File: config.mk
export PLATFORM = sky130hd
export DESIGN_NAME = router_switch_allocator
export DESIGN_NICKNAME = d
export VERILOG_FILES = /design/src/rtl/router_switch_allocator.sv
export SDC_FILE = /design/constraint.sdc
export NUM_CORES = 1
export LEC_CHECK = 0
export ABC_AREA = 1
export CORE_MARGIN = 2
export CORE_UTILIZATION = 50
export DETAILED_ROUTE_END_ITERATION = 8
export PLACE_DENSITY_LB_ADDON = 0.12
export SKIP_CTS_REPAIR_TIMING = 1
export SYNTH_ARGS = -nofsm -noshare
export SYNTH_HDL_FRONTEND = slang
export SYNTH_SLANG_ARGS = --single-unit
File: constraint.sdc
create_clock -name clk -period 6.88 [get_ports clk]
set_clock_uncertainty 0.1 [all_clocks]
set_input_delay 1.72 -clock clk [delete_from_list [all_inputs] [get_ports clk]]
set_output_delay 1.72 -clock clk [all_outputs]
set_load 0.01 [all_outputs]
File: src/rtl/router_switch_allocator.sv
`default_nettype none
// ============================================================================
//  Module   : router_switch_allocator
//  Purpose  : Per-output wormhole switch allocator for the 5-port mesh router.
//             Each output round-robins among the input FIFO heads that address
//             it. It then stays locked to the winning input until that input's
//             tail flit transfers, and drives the crossbar select and the
//             RTS/DCTS link handshake.
//  Ports    : clk, rst       - clock, synchronous active-high reset
//             req_valid[i]   - input i head flit valid
//             req_dst        - input i destination, slice [i*DST_W +: DST_W]
//             req_tail[i]    - input i head flit is a tail flit
//             dcts[o]        - output o downstream ready
//             grant[i]       - input i flit transferred this cycle (FIFO pop)
//             rts[o]         - output o flit valid toward downstream
//             xbar_sel       - output o slice [o*NPORT +: NPORT], one-hot owner
//             out_busy[o]    - output o locked to an owner
//             stall_err[o]   - sticky: output o locked TIMEOUT cycles w/o xfer
//  Revision : 1.0 - initial release
// ============================================================================
module router_switch_allocator #(
    parameter int NPORT   = 5,
    parameter int DST_W   = 3,
    parameter int TIMEOUT = 255
) (
    input  logic                     clk,
    input  logic                     rst,
    input  logic [NPORT-1:0]         req_valid,
    input  logic [NPORT*DST_W-1:0]   req_dst,
    input  logic [NPORT-1:0]         req_tail,
    input  logic [NPORT-1:0]         dcts,
    output logic [NPORT-1:0]         grant,
    output logic [NPORT-1:0]         rts,
    output logic [NPORT*NPORT-1:0]   xbar_sel,
    output logic [NPORT-1:0]         out_busy,
    output logic [NPORT-1:0]         stall_err
);

    typedef enum logic {
        S_IDLE   = 1'b0,
        S_LOCKED = 1'b1
    } state_t;

    localparam int c_TMR_W = (TIMEOUT > 0) ? $clog2(TIMEOUT + 1) : 1;
    localparam logic [c_TMR_W-1:0] c_TMR_MAX = c_TMR_W'(TIMEOUT);

    logic [NPORT-1:0] w_xfer;

    for (genvar o = 0; o < NPORT; o++) begin : g_out
        state_t             r_state;
        logic [DST_W-1:0]   r_owner;
        logic [DST_W-1:0]   r_ptr;
        logic [c_TMR_W-1:0] r_timer;
        logic               r_stall;
        logic [NPORT-1:0]   w_cand;
        logic               w_found;
        logic [DST_W-1:0]   w_winner;
        logic               w_locked;
        logic               w_rts;
        logic [NPORT-1:0]   w_sel;

        // Out-of-range destinations can never equal o, so they are never candidates.
        always_comb begin
            w_cand = '0;
            for (int i = 0; i < NPORT; i++) begin
                w_cand[i] = req_valid[i] && (req_dst[i*DST_W +: DST_W] == DST_W'(o));
            end
        end

        // Round-robin search starting just after the last winner, wrapping.
        always_comb begin
            int idx;
            w_found  = 1'b0;
            w_winner = r_ptr;
            for (int k = 1; k <= NPORT; k++) begin
                idx = int'(r_ptr) + k;
                if (idx >= NPORT) begin
                    idx = idx - NPORT;
                end
                if (!w_found && w_cand[idx]) begin
                    w_found  = 1'b1;
                    w_winner = DST_W'(idx);
                end
            end
        end

        // Outputs are forced quiet while rst is high so no pop escapes a reset cycle.
        assign w_locked = (r_state == S_LOCKED) && !rst;
        assign w_rts    = w_locked && req_valid[r_owner];
        assign w_xfer[o] = w_rts && dcts[o];

        always_comb begin
            w_sel = '0;
            if (w_locked) begin
                w_sel[r_owner] = 1'b1;
            end
        end

        assign rts[o]                       = w_rts;
        assign out_busy[o]                  = w_locked;
        assign stall_err[o]                 = r_stall;
        assign xbar_sel[o*NPORT +: NPORT]   = w_sel;

        always_ff @(posedge clk) begin
            if (rst) begin
                r_state <= S_IDLE;
                r_owner <= '0;
                r_ptr   <= DST_W'(NPORT - 1);
                r_timer <= '0;
                r_stall <= 1'b0;
            end else begin
                case (r_state)
                    S_IDLE: begin
                        r_timer <= '0;
                        if (w_found) begin
                            r_state <= S_LOCKED;
                            r_owner <= w_winner;
                        end
                    end
                    S_LOCKED: begin
                        if (w_xfer[o]) begin
                            r_timer <= '0;
                            if (req_tail[r_owner]) begin
                                r_state <= S_IDLE;
                                r_ptr   <= r_owner;
                            end
                        end else if (TIMEOUT != 0 && r_timer != c_TMR_MAX) begin
                            // Saturating watchdog; the lock itself is never broken.
                            r_timer <= r_timer + c_TMR_W'(1);
                            if (r_timer + c_TMR_W'(1) == c_TMR_MAX) begin
                                r_stall <= 1'b1;
                            end
                        end
                    end
                    default: r_state <= S_IDLE;
                endcase
            end
        end
    end

    // Each input addresses a single output, so OR-ing per-output pops is one-hot per input.
    always_comb begin
        grant = '0;
        for (int o = 0; o < NPORT; o++) begin
            for (int i = 0; i < NPORT; i++) begin
                grant[i] = grant[i] | (xbar_sel[o*NPORT + i] & w_xfer[o]);
            end
        end
    end

endmodule
`default_nettype wire

# Yosys cells after proc, flatten, opt, wreduce, memory -nomap -nowiden
# Cells that the tools add are included.
# classes
add_sub_neg	55
magnitude_cmp	60
eq_ne	35
mux	220
n_bitwise	55
n_reduce_logical	106
# ops
operator	n
32-bit by 5-bit < comparator with 1-bit output, second input constant	25
32-bit 2-to-1 mux	25
4-bit by 3-bit subtractor with 5-bit output, second input constant	25
1-bit binary-select mux with 3-bit select	35
1-bit 2-to-1 mux	105
4-bit by 3-bit greater-or-equal comparator with 1-bit output, second input constant	25
8-bit 2-to-1 mux	10
8-bit case mux with 2 select lines	5
3-bit 2-to-1 mux	25
1-bit logical AND	65
3-bit by 2-bit adder with 4-bit output, second input constant	10
3-bit by 3-bit adder with 4-bit output, second input constant	10
8-bit by 1-bit adder with 8-bit output, second input constant	5
8-bit == test, second input constant	5
8-bit != test, second input constant	5
3-bit by 2-bit == test with 1-bit output, second input constant	10
1-bit bitwise AND	25
5-bit 2-to-1 mux	5
1-bit zero test	21
3-bit by 1-bit adder with 4-bit output, second input constant	5
3-bit by 4-bit < comparator with 1-bit output, second input constant	5
1-bit OR	20
4-bit AND reduction	5
1-bit demux with 3-bit select	5
9 further kinds	50
# totals
register_bits	80
input_bits	32
output_inout_bits	45
word_cells	556

# Longest topological paths before layout
# Gate-level depths: netlist of run 1.
# logic_depth
word_depth	21
ltp_mapped	21
mapped_depth_nobuf	20

# Worst setup path before layout of run 1
# OpenSTA, ideal clock, no wires.
# synth_timing
path_type	input-to-output
from	input port rst
to	output port grant[2]
arrival_time_ns	2.879
t_required_ns	5.060
slack_ns	2.181
stages	7
path_buffers	1
cell_sequence	clkbuf_1 nor2_1 inv_1 nor3_1 nand3_1 nand3_1 a221o_1
# synth_lines
item	line_no	source
start, declared	27	input logic rst,
1-bit zero test	88	assign w_locked = (r_state == S_LOCKED) && !rst;
1-bit logical AND	88	
net g_out[1].w_locked	58	logic w_locked;
5-bit 2-to-1 mux	94	if (w_locked) begin
net xbar_sel[7]	34	output logic [NPORT*NPORT-1:0] xbar_sel,
1-bit bitwise AND	146	grant[i] = grant[i] | (xbar_sel[o*NPORT + i] & w_xfer[o]);
1-bit OR (4 in a row)	146	
end, declared	32	output logic [NPORT-1:0] grant,
# The timed path passes the listed nets, and every way through them passes these cells.

# Worst setup path in the final report of run 1
# layout_timing
from	input port req_valid[1]
to	output port grant[4]
# layout_between
elab_chain_len	9
# layout_rtl
item	line_no	source
start, declared	28	input logic [NPORT-1:0] req_valid,
1-bit binary-select mux with 3-bit select	89	assign w_rts = w_locked && req_valid[r_owner];
1-bit 2-to-1 mux (implied by the code)	89	
1-bit logical AND	89	
1-bit logical AND	90	assign w_xfer[o] = w_rts && dcts[o];
1-bit bitwise AND	146	
1-bit OR (3 in a row)	146	
1-bit OR (*)	146	
# Mark *: on every way between the ends. The rest lies on a longest branch, timed or not. The select of a mux whose other input is x is not followed.

==> reports/results.tsv, run 1 <==
stage	metric	value	unit
synthesis	top-count cell post-synth	nand2_1	
layout	P&R area growth vs syn	12.39	%
worst_setup_path	Max FO, Critical Path	6	
worst_setup_path	Critical Path RT	5.06	ns
clock_network	CTS buffer count	9	
worst_setup_path	crit path launch	req_valid[1]	
clock_network	clk_lat worst skew	0.34	ns
synthesis	Netlist cell types	49	
synthesis	Synth area leader	dfxtp_1	
layout	fill count	1910	
sta	fmax	169.5	MHz
worst_setup_path	Register-to-Register Path Depth	16	
sta	post-layout min period	5.898	ns
drt	WL/cell	14.71	um
sta	setup TNS	0	ns
sta	fin. max-slew vios	0	
global_route	first-pass GRT wire length	45290	um
clock_network	CTS tree	built	
clock_network	Clock Tree Root	clkbuf_16	
placed_design	Post-Place Setup Slack	1.015	ns
power	worst vdd ir	0.0001566	V
global_route	vias in the first global route	9177	
floorplan	# IOs	77	
sta	unrepaired setup endpoints after global routing	no	
worst_setup_path	crit path capture	grant[4]	
synthesis	Synth Warn #	0	
sta	fin crit share	85.73	%
synthesis	Most used DFF post-synth	dfxtp_1	
worst_setup_path	R2R setup slack	3.47	ns
layout	layout cells sized above 1	6.936	%
drt	routed vias/inst	5.461	
clock_network	H-tree Lvls	3	
clock_network	Sink Count	80	
placed_design	# port buffers	76	
synthesis	Area contributors post-synth	dfxtp_1 17%, nand2_1 16%, nand3_1 11%	
clock_network	CTS Buffer Depth	2	
global_route	largest net degree at the start of global routing	27	
synthesis	sequential area share after synthesis	16.77	%
sta	worst slew pin tran	0.9465	ns
synthesis	fraction of registers with async set or reset after synthesis	0	%
synthesis	cell count after synthesis	1602	
synthesis	Post-synth top cells	411 x nand2_1, 214 x nand3_1, 213 x inv_1	
sta	final setup violation count	0	
synthesis	Avg Cell Area, Syn	5.962	um^2
drt	Post-route DRC	0	
global_route	grt ovf	0	
worst_setup_path	arrival time at the worst endpoint	4.08	ns
worst_setup_path	CP Capture Type	output port	
floorplan	Starting Density	51.06	%
clock_network	Worst-path clk slew	0.07	ns
synthesis	area share of the largest cell type after synthesis	16.77	%
placed_design	final RePlAce weighted congestion	0.9712	
layout	nets@finish	1755	
synthesis	syn nets	1704	
drt	WL final	27840	um
drt	initial DRC count	570	
sta	Final Hold Fails	0	
floorplan	core area	18710	um^2
global_route	Tot GR Track Use	27.66	%
placed_design	DPL Wire Length	22300	um
worst_setup_path	crit start category	primary input	
power	PD cells	247.9	nW/um^2
sta	final setup margin	0.9820	ns
synthesis	Yosys reg bits	80	
outcome	status	complete, no violations	
drt	First-pass DRT Iterations	7	
floorplan	Die Height	142.2	um
floorplan	number of cell rows	50	
drt	Post-DRT Antenna Nets	0	
worst_setup_path	RR Endpoint	g_out[3].r_state	
worst_setup_path	Setup CP Type	primary input to output port	
sta	Hold Slack	0.3739	ns
floorplan	DIE WIDTH	142.2	um
job	Max-Cap Viols	0	
drt	DR vias	10340	
sta	Worst slew margin	36.41	%
global_route	initial antenna violation count	1	
worst_setup_path	Reg-to-Reg Start	g_out[3].r_ptr[0]	
synthesis	Post-Syn Area	9550	um^2
power	Leakage	5.105	nW
synthesis	EDFF count, synth	0	
layout	fin util	57.38	%
floorplan	die area	20220	um^2
worst_hold_path	worst hold-check path type	register to register	
[report_power, final]
group / total (mW) / internal (mW) / leakage (nW) / switching, mW
Sequential: 0.608 / 0.522 / 0.650 / 0.0868
Clock: 0.600 / 0.393 / 0.180 / 0.207
Combinational: 1.45 / 0.510 / 4.28 / 0.943
[flip-flops by register name, indices dropped and copies added, names as in the netlist]
name,flops
g_out.r_owner,15
g_out.r_ptr,15
g_out.r_stall,5
g_out.r_state,5
g_out.r_timer,40
[critical path, stage by stage]
cell,delay [ns]
clkdlybuf4s50_1,0.52
inv_1,0.16
a21oi_1,0.17
o21ai_0,0.09
o211ai_1,0.12
nand2_1,0.08
inv_2,0.10
nand2_1,0.13
o221ai_1,0.20
a21oi_1,0.09
o21ai_0,0.10
clkdlybuf4s50_1,0.59
[stage by stage]
step	std cells	power, mW	instance area, um^2
floorplan	1602	1.713	9550
global placement	1876	2.042	10360
detailed placement	1876	2.050	10360
CTS	1892	2.657	10730
global route	1893	2.909	10730
finish	1893	2.661	10730
[placed cells by master (no fill, tap or decap), drive strengths merged, types with 12 or more instances in the layout]
cell type,count
a21oi,87
clkdlybuf4s50,75
dfxtp,80
ha,70
inv,232
nand2,438
nand3,237
nand3b,23
nand4,42
nor2,122
nor3,33
o211ai,12
o21ai,104
xor2,34
[worst min-delay path by stage]
stage                startpoint               end  slack, ns  cells after the start
2_1_floorplan  g_out[0].r_stall  g_out[0].r_stall       0.33                      2
3_3_place_gp   g_out[2].r_stall  g_out[2].r_stall       0.35                      2
3_5_place_dp   g_out[1].r_stall  g_out[1].r_stall       0.36                      2
4_1_cts        g_out[1].r_stall  g_out[1].r_stall       0.37                      2
5_1_grt        g_out[1].r_stall  g_out[1].r_stall       0.40                      2
6_report       g_out[1].r_stall  g_out[1].r_stall       0.37                      2
[layout make-up]
cell class	count	area, um^2	area share, %
Multi-Input combinational cell	1253	6832	63.64
Antenna cell	1	2.502	0.02331
Clock inverter	7	142.6	1.329
Sequential cell	80	1602	14.92
Inverter	231	867.1	8.078
Timing Repair Buffer	78	770.7	7.180
Tap cell	234	292.8	2.728
Clock buffer	9	225.2	2.098
[per-layer routing]
metal  global-route usage [%]  wire (um)  vias up  part of all wire, %
met1                    36.91      12340     4601                   44
met4                    9.947        980        0                  3.5
li1                         -          -     5363                    -
met5                        0          0        -                    0
met3                    4.946       2179       57                  7.8
met2                    44.83      12340      317                   44
[kinds of logic (layout without fill, tap and decap cells)]
family,after synthesis,in the layout,synth area share [%]
buffers and inverters,269,325,11.70
and+or+nand+nor,908,908,44.18
DFF,80,80,16.77
muxes,1,1,0.1179
adders and majority gates,70,70,9.171
other,0,1,0
AOI/OAI and AO/OA,230,230,13.64
xor gates and xnor gates,44,44,4.428
No activity file was read; power rests on OpenSTA's default activity.
==> run 2, diff against run 1 <==
- CORE_UTILIZATION: 50 -> 55
==> run 2 against run 1 <==
- sequential share of layout area increased by 0.11 points
- register-to-register slack got worse by 0.28 ns
- wire length is essentially flat
- final area down 0.76%
- highest routed layer unchanged
- total power fell by 3.6%
- worst setup slack improved by 0.0094 ns
- sequential power is 0.7% higher
- combinational power about the same
- die area down 8.8%
- largest power group unchanged
- first-iteration DRC count up 25%
==> reports/results.tsv, run 2 (synthesis results as in run 1) <==
stage	metric	value	unit	change
clock_network	Worst-path clk slew	0.06	ns	about the same
global_route	busiest grt layer	met2		
layout	biggest regs	g_out.r_timer: 40 flops, g_out.r_owner: 15 flops, g_out.r_ptr: 15 flops		
clock_network	Sink Count	80		unchanged
clock_network	H-tree Lvls	3		unchanged
worst_setup_path	Setup CP Type	primary input to output port		
worst_hold_path	worst hold-check path type	register to register		
drt	DR vias	10340		unchanged
layout	layout cells sized above 1	6.880	%	-0.056 points
global_route	GR Util met3	7.071	%	+2.1 points
sta	fin. max-slew vios	0		unchanged
floorplan	core area	17120	um^2	-8.5%
layout	most frequent cells in the layout	411 x nand2_1, 214 x nand3_1, 213 x inv_1		
sta	Worst slew margin	37.68	%	+1.3 points
placed_design	DPL Wire Length	22200	um	-0.47%
clock_network	clk_lat worst skew	0.35	ns	about the same
global_route	first-pass GRT wire length	45130	um	-0.35%
global_route	initial antenna violation count	1		unchanged
clock_network	Clock Tree Root	clkbuf_16		
drt	First-pass DRT Iterations	6		-1
drt	Post-route DRC	0		unchanged
sta	Final Hold Fails	0		unchanged
clock_network	CTS buffer count	9		unchanged
global_route	met1 Resource Use GR	40.05	%	+3.1 points
floorplan	Starting Density	55.80	%	+4.7 points
sta	worst slew pin tran	0.9276	ns	-0.01892 ns
floorplan	# IOs	77		unchanged
sta	final setup violation count	0		unchanged
drt	Post-DRT Antenna Nets	0		unchanged
sta	post-layout min period	5.889	ns	-0.009439 ns
worst_setup_path	crit start category	primary input		
power	PD cells	240.7	nW/um^2	-2.9%
floorplan	Die Height	135.8	um	-4.5%
worst_setup_path	Critical Path RT	5.06	ns	about the same
layout	most common cell after layout, fill and taps aside	nand2_1		
layout	max FFs per register	40		unchanged
clock_network	CTS Buffer Depth	2		unchanged
outcome	status	complete, no violations		
global_route	largest net degree at the start of global routing	26		-3.7%
layout	nets@finish	1754		-0.057%
floorplan	die area	18430	um^2	-8.8%
layout	Biggest register	g_out.r_timer		
sta	fmax	169.8	MHz	+0.16%
sta	fin crit share	85.59	%	-0.14 points
placed_design	final RePlAce weighted congestion	0.9941		+2.4%
global_route	Tot GR Track Use	30.45	%	+2.8 points
clock_network	CTS tree	built		
drt	WL final	27810	um	about the same
sta	unrepaired setup endpoints after global routing	no		
floorplan	DIE WIDTH	135.8	um	-4.5%
drt	routed vias/inst	5.490		+0.53%
worst_setup_path	CP Capture Type	output port		
worst_setup_path	arrival time at the worst endpoint	4.07	ns	about the same
worst_setup_path	Max FO, Critical Path	6		unchanged
layout	fin util	62.24	%	+4.9 points
job	Max-Cap Viols	0		unchanged
power	Leakage	5.068	nW	-0.73%
power	worst vdd ir	0.0001424	V	-9.0%
drt	WL/cell	14.77	um	+0.44%
global_route	met2 Usage GRT	48.91	%	+4.1 points
layout	P&R area growth vs syn	11.54	%	
global_route	vias in the first global route	9231		+0.59%
global_route	grt ovf	0		unchanged
placed_design	# port buffers	76		unchanged
floorplan	number of cell rows	48		-4.0%
sta	setup TNS	0	ns	unchanged
drt	initial DRC count	714		+25%
==> run 2: changes by cell type in the layout (fill, tap and decap cells not counted) <==
cell,before,now
buf_4,2,1
clkinv_4,1,2
clkinvlp_4,0,1
bufinv_16,4,1
inv_8,0,1
==> run 2: metrics by stage <==
stage / instances / total power [mW] / worst slack (ns) / hold slack (ns) / cell area, um^2
2_1_floorplan: 1602 / 1.713 / 2.181 / 0.3304 / 9550
3_3_place_gp: 1866 / 2.041 / 1.028 / 0.3520 / 10340
3_5_place_dp: 1866 / 2.051 / 1.038 / 0.3634 / 10340
4_1_cts: 1882 / 2.558 / 1.018 / 0.3731 / 10650
5_1_grt: 1883 / 2.803 / 0.7939 / 0.3928 / 10650
6_report: 1883 / 2.564 / 0.9914 / 0.3622 / 10650
==> run 2: path summary, 6_finish.rpt <==
path | startpoint | endpoint | slack (ns) | depth (start not counted)
hold reg to reg | g_out[0].r_stall | g_out[0].r_stall | 0.36 | 2
setup / recovery | req_valid[1] | grant[4] | 0.99 | 12
setup reg to reg | g_out[0].r_ptr[0] | g_out[0].r_owner[2] | 3.19 | 17
hold / removal | g_out[0].r_stall | g_out[0].r_stall | 0.36 | 2
==> run 2: final cells by class <==
| cell class | count | area, um^2 |
|---|---|---|
| Multi-Input combinational cell | 1253 | 6832 |
| Inverter | 231 | 867.1 |
| Fill cell | 1715 | 6464 |
| Clock buffer | 9 | 225.2 |
| Timing Repair Buffer | 77 | 763.2 |
| Sequential cell | 80 | 1602 |
| Clock inverter | 7 | 80.08 |
| Antenna cell | 1 | 2.502 |
| Tap cell | 225 | 281.5 |
==> run 2: power by group <==
group | total (mW) | internal, mW | switching (mW)
Combinational | 1.45 | 0.509 | 0.943
Sequential | 0.612 | 0.522 | 0.0903
Clock | 0.500 | 0.286 | 0.214
Total | 2.56 | 1.32 | 1.25
==> run 2: critical path, cell delays in order <==
cell	delay (ns)
clkdlybuf4s50_1	0.51
inv_1	0.15
a21oi_1	0.15
o21ai_0	0.09
o211ai_1	0.13
nand2_1	0.08
inv_1	0.07
nand2_1	0.14
o221ai_1	0.21
a21oi_1	0.08
o21ai_0	0.12
clkdlybuf4s50_1	0.59
==> run 2: metal layers <==
metal,share of wire [%],wire [um],vias to the layer above
met2,45,12410,304
met4,3.0,830,0
li1,-,-,5381
met5,0,0,-
met3,7.9,2197,48
met1,45,12380,4605
